`config.mk`:
```
export PLATFORM = sky130hd
export DESIGN_NAME = alu_issue_stage
export DESIGN_NICKNAME = d
export VERILOG_FILES = /design/src/rtl/alu_issue_stage_pkg.sv /design/src/rtl/alu_issue_stage_regfile.sv /design/src/rtl/alu_issue_stage.sv
export SDC_FILE = /design/constraint.sdc
export NUM_CORES = 2
export LEC_CHECK = 0
export ABC_AREA = 0
export CORE_MARGIN = 4
export CORE_UTILIZATION = 55
export CTS_CLUSTER_SIZE = 30
export DETAILED_ROUTE_END_ITERATION = 16
export GPL_ROUTABILITY_DRIVEN = 0
export PLACE_DENSITY = 0.73
export REMOVE_ABC_BUFFERS = 1
export SYNTH_ARGS = -nofsm -noshare
export SYNTH_HDL_FRONTEND = slang
export SYNTH_SLANG_ARGS = --single-unit
```
`constraint.sdc`:
```
create_clock -name clk -period 3.6 [get_ports clk]
set_input_delay 0.72 -clock clk [delete_from_list [all_inputs] [get_ports clk]]
set_output_delay 0.72 -clock clk [all_outputs]
set_load 0.02 [all_outputs]
```
`src/rtl/alu_issue_stage_pkg.sv`:
```
// alu_issue_stage_pkg
//   Shared definitions for the ALU operand/writeback stage: ALU opcode
//   values, the opcode legality check and the stage FSM state type.
package alu_issue_stage_pkg;

   localparam logic [3:0] OP_ADD = 4'b0000;
   localparam logic [3:0] OP_SUB = 4'b0001;
   localparam logic [3:0] OP_AND = 4'b0010;
   localparam logic [3:0] OP_OR  = 4'b0011;
   localparam logic [3:0] OP_NOT = 4'b0100;
   localparam logic [3:0] OP_ASR = 4'b1000;
   localparam logic [3:0] OP_SLL = 4'b1001;
   localparam logic [3:0] OP_SRL = 4'b1010;
   localparam logic [3:0] OP_ROL = 4'b1100;
   localparam logic [3:0] OP_ROR = 4'b1101;

   typedef enum logic [2:0] {
      ST_IDLE,
      ST_ISSUE,
      ST_WB,
      ST_LDWB,
      ST_ERR
   } state_t;

   function automatic logic is_legal_op(input logic [3:0] op);
      case (op)
         OP_ADD, OP_SUB, OP_AND, OP_OR, OP_NOT,
         OP_ASR, OP_SLL, OP_SRL, OP_ROL, OP_ROR: is_legal_op = 1'b1;
         default:                                is_legal_op = 1'b0;
      endcase
   endfunction

endpackage

```
`src/rtl/alu_issue_stage_regfile.sv`:
```
// alu_issue_stage_regfile
//   Architectural register file: two combinational operand read ports, one
//   combinational debug read port, one synchronous write port, asynchronous
//   active-low clear. Register 0 always reads zero and ignores writes.
// Ports:
//   clk, rst_n            clock / async active-low clear
//   ra_addr -> ra_data    operand A read
//   rb_addr -> rb_data    operand B read
//   dbg_addr -> dbg_data  debug read
//   we, wa, wd            write enable / index / data (posedge)
module alu_issue_stage_regfile
   import alu_issue_stage_pkg::*;
#(
   parameter int REG_COUNT = 32,
   parameter int ADDR_W    = 5
) (
   input  logic              clk,
   input  logic              rst_n,
   input  logic [ADDR_W-1:0] ra_addr,
   output logic [31:0]       ra_data,
   input  logic [ADDR_W-1:0] rb_addr,
   output logic [31:0]       rb_data,
   input  logic [ADDR_W-1:0] dbg_addr,
   output logic [31:0]       dbg_data,
   input  logic              we,
   input  logic [ADDR_W-1:0] wa,
   input  logic [31:0]       wd
);

   logic [31:0] regs [REG_COUNT];

   always_ff @(posedge clk or negedge rst_n) begin
      if (!rst_n) begin
         regs <= '{default: '0};
      end else if (we && (wa != '0)) begin
         regs[wa] <= wd;
      end
   end

   always_comb begin
      ra_data  = (ra_addr  == '0) ? '0 : regs[ra_addr];
      rb_data  = (rb_addr  == '0) ? '0 : regs[rb_addr];
      dbg_data = (dbg_addr == '0) ? '0 : regs[dbg_addr];
   end

endmodule

```
`src/rtl/alu_issue_stage.sv`:
```
// alu_issue_stage
//   Operand/writeback stage around an external registered ALU. Accepts one
//   instruction at a time (valid/ready), reads operands, enables the ALU for
//   one cycle, writes the registered ALU result back, and supports a
//   load-immediate path. Illegal opcodes retire with err and no side effects.
// Ports:
//   clk, rst_n                       clock / async active-low reset
//   in_valid, in_ready               instruction handshake (ready only in IDLE)
//   in_load, in_op, in_rd, in_rs,
//   in_rt, in_imm                    instruction fields
//   alu_a, alu_b, alu_op, alu_enable ALU drive (registered)
//   alu_out, alu_zero                ALU registered result / Zero
//   done, err                        one-cycle retire pulse / illegal-op flag
//   result, zero_flag                last retired value / last ALU Zero (held)
//   dbg_addr, dbg_data               combinational register debug read
module alu_issue_stage
   import alu_issue_stage_pkg::*;
#(
   parameter int REG_COUNT = 32,
   parameter int ADDR_W    = 5
) (
   input  logic              clk,
   input  logic              rst_n,
   input  logic              in_valid,
   output logic              in_ready,
   input  logic              in_load,
   input  logic [3:0]        in_op,
   input  logic [ADDR_W-1:0] in_rd,
   input  logic [ADDR_W-1:0] in_rs,
   input  logic [ADDR_W-1:0] in_rt,
   input  logic [31:0]       in_imm,
   output logic [31:0]       alu_a,
   output logic [31:0]       alu_b,
   output logic [3:0]        alu_op,
   output logic              alu_enable,
   input  logic [31:0]       alu_out,
   input  logic              alu_zero,
   output logic              done,
   output logic              err,
   output logic [31:0]       result,
   output logic              zero_flag,
   input  logic [ADDR_W-1:0] dbg_addr,
   output logic [31:0]       dbg_data
);

   state_t            state;
   logic [ADDR_W-1:0] lat_rd;
   logic [31:0]       lat_imm;
   logic [31:0]       rd_a;
   logic [31:0]       rd_b;
   logic              wb_we;
   logic [31:0]       wb_data;

   alu_issue_stage_regfile #(
      .REG_COUNT (REG_COUNT),
      .ADDR_W    (ADDR_W)
   ) u_regfile (
      .clk      (clk),
      .rst_n    (rst_n),
      .ra_addr  (in_rs),
      .ra_data  (rd_a),
      .rb_addr  (in_rt),
      .rb_data  (rd_b),
      .dbg_addr (dbg_addr),
      .dbg_data (dbg_data),
      .we       (wb_we),
      .wa       (lat_rd),
      .wd       (wb_data)
   );

   always_comb begin
      wb_we   = (state == ST_WB) || (state == ST_LDWB);
      wb_data = (state == ST_WB) ? alu_out : lat_imm;
   end

   // Operands are sampled into the registered ALU inputs on the accept edge,
   // so they are stable throughout ISSUE. No writeback can be pending when an
   // instruction is accepted, so this returns the same values as a read
   // performed in ISSUE.
   always_ff @(posedge clk or negedge rst_n) begin
      if (!rst_n) begin
         state      <= ST_IDLE;
         in_ready   <= 1'b1;
         done       <= 1'b0;
         err        <= 1'b0;
         result     <= '0;
         zero_flag  <= 1'b0;
         alu_enable <= 1'b0;
         alu_a      <= '0;
         alu_b      <= '0;
         alu_op     <= '0;
         lat_rd     <= '0;
         lat_imm    <= '0;
      end else begin
         done <= 1'b0;
         err  <= 1'b0;
         case (state)
            ST_IDLE: begin
               if (in_valid && in_ready) begin
                  lat_rd   <= in_rd;
                  lat_imm  <= in_imm;
                  in_ready <= 1'b0;
                  if (in_load) begin
                     state <= ST_LDWB;
                  end else if (!is_legal_op(in_op)) begin
                     state <= ST_ERR;
                  end else begin
                     state      <= ST_ISSUE;
                     alu_enable <= 1'b1;
                     alu_a      <= rd_a;
                     alu_b      <= rd_b;
                     alu_op     <= in_op;
                  end
               end
            end
            ST_ISSUE: begin
               alu_enable <= 1'b0;
               state      <= ST_WB;
            end
            ST_WB: begin
               result    <= alu_out;
               zero_flag <= alu_zero;
               done      <= 1'b1;
               in_ready  <= 1'b1;
               state     <= ST_IDLE;
            end
            ST_LDWB: begin
               result   <= lat_imm;
               done     <= 1'b1;
               in_ready <= 1'b1;
               state    <= ST_IDLE;
            end
            ST_ERR: begin
               done     <= 1'b1;
               err      <= 1'b1;
               in_ready <= 1'b1;
               state    <= ST_IDLE;
            end
            default: begin
               in_ready <= 1'b1;
               state    <= ST_IDLE;
            end
         endcase
      end
   end

endmodule

```
==> run_summary.xml <==
<?xml version="1.0" encoding="UTF-8"?>
<metrics>
  <group name="synthesis">
    <metric name="syn-mean-instance-area" unit="um^2">11.0</metric>
    <metric name="yosys_most_used_dff" unit="">sky130_fd_sc_hd__dfrtp_1</metric>
    <metric name="top_area_cell_type_share_of_the_netlist_area" unit="%">43.9</metric>
    <metric name="mapped_area" unit="um^2">66600</metric>
    <metric name="synthDistinctLibCells" unit="">52</metric>
    <metric name="synth_seq_cells" unit="">1169</metric>
    <metric name="synth-edff-count" unit="">0</metric>
    <metric name="share_of_the_yosys_chip_area_belonging_to_registers" unit="%">43.9</metric>
    <metric name="yosys.area.top_type" unit="">sky130_fd_sc_hd__dfrtp_1</metric>
    <metric name="yosys-top-cells-area" unit="">sky130_fd_sc_hd__dfrtp_1 44%, sky130_fd_sc_hd__mux4_2 19%, sky130_fd_sc_hd__mux2i_1 9.5%, sky130_fd_sc_hd__o21ai_0 7.7%, sky130_fd_sc_hd__nand2_1 6.8%</metric>
    <metric name="netlist_instances" unit="">6067</metric>
    <metric name="yosys_warnings" unit="">0</metric>
    <metric name="synth_async_sr_flop_share" unit="%">100</metric>
  </group>
  <group name="clocking">
    <metric name="clock_insertion_delay_worst_skew" unit="ns">0.76</metric>
    <metric name="cts_tree" unit="">yes</metric>
    <metric name="cts.sinks" unit="">1169</metric>
    <metric name="clk_pin_slew" unit="ns">0.06</metric>
    <metric name="inserted_clock_buffers" unit="">131</metric>
    <metric name="root_buffer" unit="">sky130_fd_sc_hd__clkbuf_16</metric>
    <metric name="max-clock-path-buffers" unit="">3</metric>
    <metric name="cts_htree_levels" unit="">4</metric>
  </group>
  <group name="critical_path">
    <metric name="worst_r2r_path_depth" unit="">5</metric>
    <metric name="criticalPathCategory" unit="">input port to primary output</metric>
    <metric name="critical_path_cell_count" unit="">8</metric>
    <metric name="cp_max_fo" unit="">14</metric>
    <metric name="critical_path_arrival" unit="ns">2.84</metric>
    <metric name="timing.critical_path.slowest_stage_cell" unit="">sky130_fd_sc_hd__mux4_2</metric>
    <metric name="end_kind" unit="">primary output</metric>
    <metric name="critPathTopFamily" unit="">multiplexers</metric>
    <metric name="cp_num_buf_inv" unit="">4</metric>
    <metric name="worst_ep_required_time" unit="ns">2.88</metric>
    <metric name="critical-path-max-stage-delay" unit="ns">0.51</metric>
    <metric name="critPathLaunchType" unit="">input port</metric>
    <metric name="crit_chain" unit="">buf_16, buf_4, buf_16, mux4_2, mux4_2, nand2_1, o21ai_1, dlygate4sd2_1</metric>
  </group>
  <group name="final_layout">
    <metric name="final_design_instance_area_without_fill" unit="um^2">76900</metric>
    <metric name="fin_cells" unit="">7819</metric>
    <metric name="synthToLayoutAreaGrowth" unit="%">15.4</metric>
    <metric name="layout-drive-gt1-share" unit="%">21.3</metric>
    <metric name="finalNetCount" unit="">6193</metric>
    <metric name="final_util" unit="%">64.0</metric>
  </group>
  <group name="placed_design">
    <metric name="portBuffers" unit="">229</metric>
    <metric name="post_place_cell_area" unit="um^2">72200</metric>
    <metric name="hpwlAfterDp" unit="um">156000</metric>
    <metric name="dp_worst_setup_slack" unit="ns">-0.298</metric>
    <metric name="dp_cells" unit="">7572</metric>
  </group>
  <group name="drt">
    <metric name="first_iter_violations" unit="">8285</metric>
    <metric name="ant_nets" unit="">0</metric>
    <metric name="route.detailed.drc" unit="">0</metric>
    <metric name="post_drt_via_cell_ratio" unit="">7.11</metric>
    <metric name="drt-total-wl" unit="um">247000</metric>
    <metric name="post_drt_wl_per_cell" unit="um">31.6</metric>
    <metric name="detailroute.via_count" unit="">55600</metric>
    <metric name="drtPass1Iterations" unit="">8</metric>
  </group>
  <group name="die">
    <metric name="core_area" unit="um^2">120000</metric>
    <metric name="initial_core_util" unit="%">55.4</metric>
    <metric name="chipHeight" unit="um">356</metric>
    <metric name="floorplan.die_area" unit="um^2">127000</metric>
    <metric name="row_count" unit="">127</metric>
    <metric name="ios" unit="">230</metric>
    <metric name="chipWidth" unit="um">356</metric>
  </group>
  <group name="worst_hold_path">
    <metric name="hold-path-cell-count" unit="">0</metric>
    <metric name="hold_class" unit="">flop to flop</metric>
  </group>
  <group name="sta">
    <metric name="finalWorstSetupSlack" unit="ns">0.0354</metric>
    <metric name="finalClockSkew" unit="ns">0.0246</metric>
    <metric name="report.final.slew_viol_count" unit="">0</metric>
    <metric name="slew_at_the_pin_with_the_worst_max_slew_slack" unit="ns">1.34</metric>
    <metric name="layout_min_cycle_time" unit="ns">3.56</metric>
    <metric name="hold_viol" unit="">0</metric>
    <metric name="finalSetupViolCount" unit="">0</metric>
    <metric name="timing.max_slew.rel_slack" unit="%">10.6</metric>
    <metric name="achievable-frequency" unit="MHz">281</metric>
    <metric name="period_share" unit="%">99.0</metric>
    <metric name="grt_setup_unrepaired" unit="">false</metric>
  </group>
  <group name="global_routing">
    <metric name="grt_remaining_overflow" unit="">0</metric>
    <metric name="largest_net_degree_at_the_start_of_global_routing" unit="">123</metric>
    <metric name="grt_first_pass_wirelength" unit="um">364000</metric>
    <metric name="grt_use_met3" unit="%">13.9</metric>
    <metric name="grt_busiest_layer" unit="">met2</metric>
    <metric name="globalRouteMet1Util" unit="%">51.0</metric>
    <metric name="gr-usage-met2" unit="%">55.2</metric>
    <metric name="grt_antenna_before_repair" unit="">4</metric>
    <metric name="gr_usage_total" unit="%">38.8</metric>
    <metric name="first_global_vias" unit="">55000</metric>
  </group>
  <group name="pwr">
    <metric name="pd_cells" unit="nW/um^2">807</metric>
    <metric name="cellLeakagePower" unit="uW">0.0337</metric>
    <metric name="ir_drop" unit="uV">590</metric>
  </group>
  <group name="status">
    <metric name="run_status" unit="">complete, no violations</metric>
  </group>
  <group name="flow_run">
    <metric name="drv_cap" unit="">0</metric>
  </group>
</metrics>
[final timing paths]
path	startpoint	to	slack (ns)
max	dbg_addr[0]	dbg_data[25]	0.04
min	u_regfile.regs[997]	u_regfile.regs[997]	0.42
max reg2reg	state[1]	u_regfile.regs[532]	0.91
min reg2reg	u_regfile.regs[997]	u_regfile.regs[997]	0.42
max in group asynchronous	rst_n	u_regfile.regs[760]	1.99
min in group asynchronous	rst_n	result[22]	0.49
[cell usage after synthesis, drive strengths merged (7+ instances only)]
| library cell | count |
|---|---|
| inv | 34 |
| nor3 | 29 |
| o21ai | 1067 |
| a22oi | 180 |
| mux2 | 86 |
| nand2 | 1211 |
| buf | 196 |
| mux2i | 633 |
| o211ai | 15 |
| a22o | 63 |
| mux4 | 576 |
| nor2 | 15 |
| a211oi | 31 |
| a21oi | 119 |
| a221oi | 9 |
| nor2b | 15 |
| a211o | 8 |
| nand4 | 15 |
| clkbuf | 460 |
| dfrtp | 1168 |
| nor3b | 7 |
| nand3 | 65 |
| o22ai | 22 |
[layout make-up]
type                            instances  area [um^2]
Clock inverter                         55          777
Fill cell                            9149        43300
Timing Repair Buffer                  556         6060
Antenna cell                            2         5.00
Multi-Input combinational cell       4208        34900
Clock buffer                          183         3740
Sequential cell                      1169        29300
Inverter                               34          128
Tap cell                             1612         2020
[kinds of logic (layout without fill, tap and decap cells)]
group / Yosys count / count (layout) / synth area share, %
simple gates: 1378 / 1378 / 8.25
compound gates: 1535 / 1535 / 13.0
buf+inv: 690 / 828 / 4.33
other cells: 0 / 2 / 0
mux: 1295 / 1295 / 30.5
flops: 1169 / 1169 / 43.9
[state kept, by name (all words and copies together) (netlist names)]
signal / count
alu_a: 32
alu_b: 32
alu_enable: 1
alu_op: 4
done: 1
err: 1
in_ready: 1
lat_imm: 32
lat_rd: 5
result: 32
state: 3
u_regfile.regs: 1024
zero_flag: 1
[metrics by stage]
stage / hold WS (ns) / total power (uW) / TNS (ns)
2_1_floorplan: 0.381 / 37300 / -852.89
3_3_place_gp: 0.400 / 46100 / -7.02
3_5_place_dp: 0.406 / 47100 / -7.48
4_1_cts: 0.421 / 61300 / 0
5_1_grt: 0.432 / 65000 / 0
6_report: 0.420 / 62000 / 0
[worst register-to-register path, delay by kind of cell, from the launching register on]
family	cells	cell delay [ns]
AND/OR/NAND/NOR	3	1.50
flip-flops	1	0.56
buffers and inverters	1	0.39
AO/OA/AOI/OAI	1	0.09
[report_power, final]
group	total (uW)	switching, uW	internal (uW)
sequential	25900	6930	18900
clock	14200	5770	8440
combinational	21900	11100	10900
total	62000	23800	38200
[cells in the final DEF (no fill, tap or decap), types with 9 or more instances in the layout]
master / netlist / layout
sky130_fd_sc_hd__clkbuf_1: 460 / 30
sky130_fd_sc_hd__a22o_1: 63 / 63
sky130_fd_sc_hd__nand3_1: 65 / 64
sky130_fd_sc_hd__clkinv_2: 0 / 17
sky130_fd_sc_hd__mux2i_2: 0 / 32
sky130_fd_sc_hd__dlygate4sd2_1: 0 / 23
sky130_fd_sc_hd__clkbuf_16: 0 / 136
sky130_fd_sc_hd__inv_1: 34 / 34
sky130_fd_sc_hd__a21oi_1: 119 / 119
sky130_fd_sc_hd__a221oi_1: 9 / 9
sky130_fd_sc_hd__buf_12: 0 / 97
sky130_fd_sc_hd__nand2_1: 1205 / 1180
sky130_fd_sc_hd__mux2_2: 86 / 86
sky130_fd_sc_hd__nor3_1: 28 / 28
sky130_fd_sc_hd__o21ai_1: 37 / 35
sky130_fd_sc_hd__clkbuf_8: 0 / 18
sky130_fd_sc_hd__o21ai_0: 1030 / 1030
sky130_fd_sc_hd__dfrtp_1: 1168 / 1167
sky130_fd_sc_hd__mux4_2: 576 / 576
sky130_fd_sc_hd__a211oi_1: 31 / 31
sky130_fd_sc_hd__nand2_2: 6 / 16
sky130_fd_sc_hd__mux2i_1: 633 / 601
sky130_fd_sc_hd__bufinv_16: 0 / 16
sky130_fd_sc_hd__nand4_1: 15 / 15
sky130_fd_sc_hd__nand2_4: 0 / 15
sky130_fd_sc_hd__o22ai_1: 22 / 22
sky130_fd_sc_hd__o211ai_1: 15 / 15
sky130_fd_sc_hd__buf_4: 20 / 223
sky130_fd_sc_hd__clkinvlp_4: 0 / 9
sky130_fd_sc_hd__nor2_1: 14 / 9
sky130_fd_sc_hd__clkdlybuf4s50_1: 0 / 181
sky130_fd_sc_hd__a22oi_1: 179 / 179
[repair_timing]
item,4_1_cts,5_1_grt
gates cloned,1,1
endpoints found under the hold margin,33,0
endpoints found under the setup margin,32,15
hold buffers,1,0
buffers inserted,2,2
pin swaps,0,0
resized for setup,57,6
[layer usage]
metal	wire length, um	part of all wire [%]
met4	18400	7.5
met3	36400	15
met5	42	0.017
met2	105000	42
met1	87100	35
Note: power is estimated with default switching activity, not from simulation.
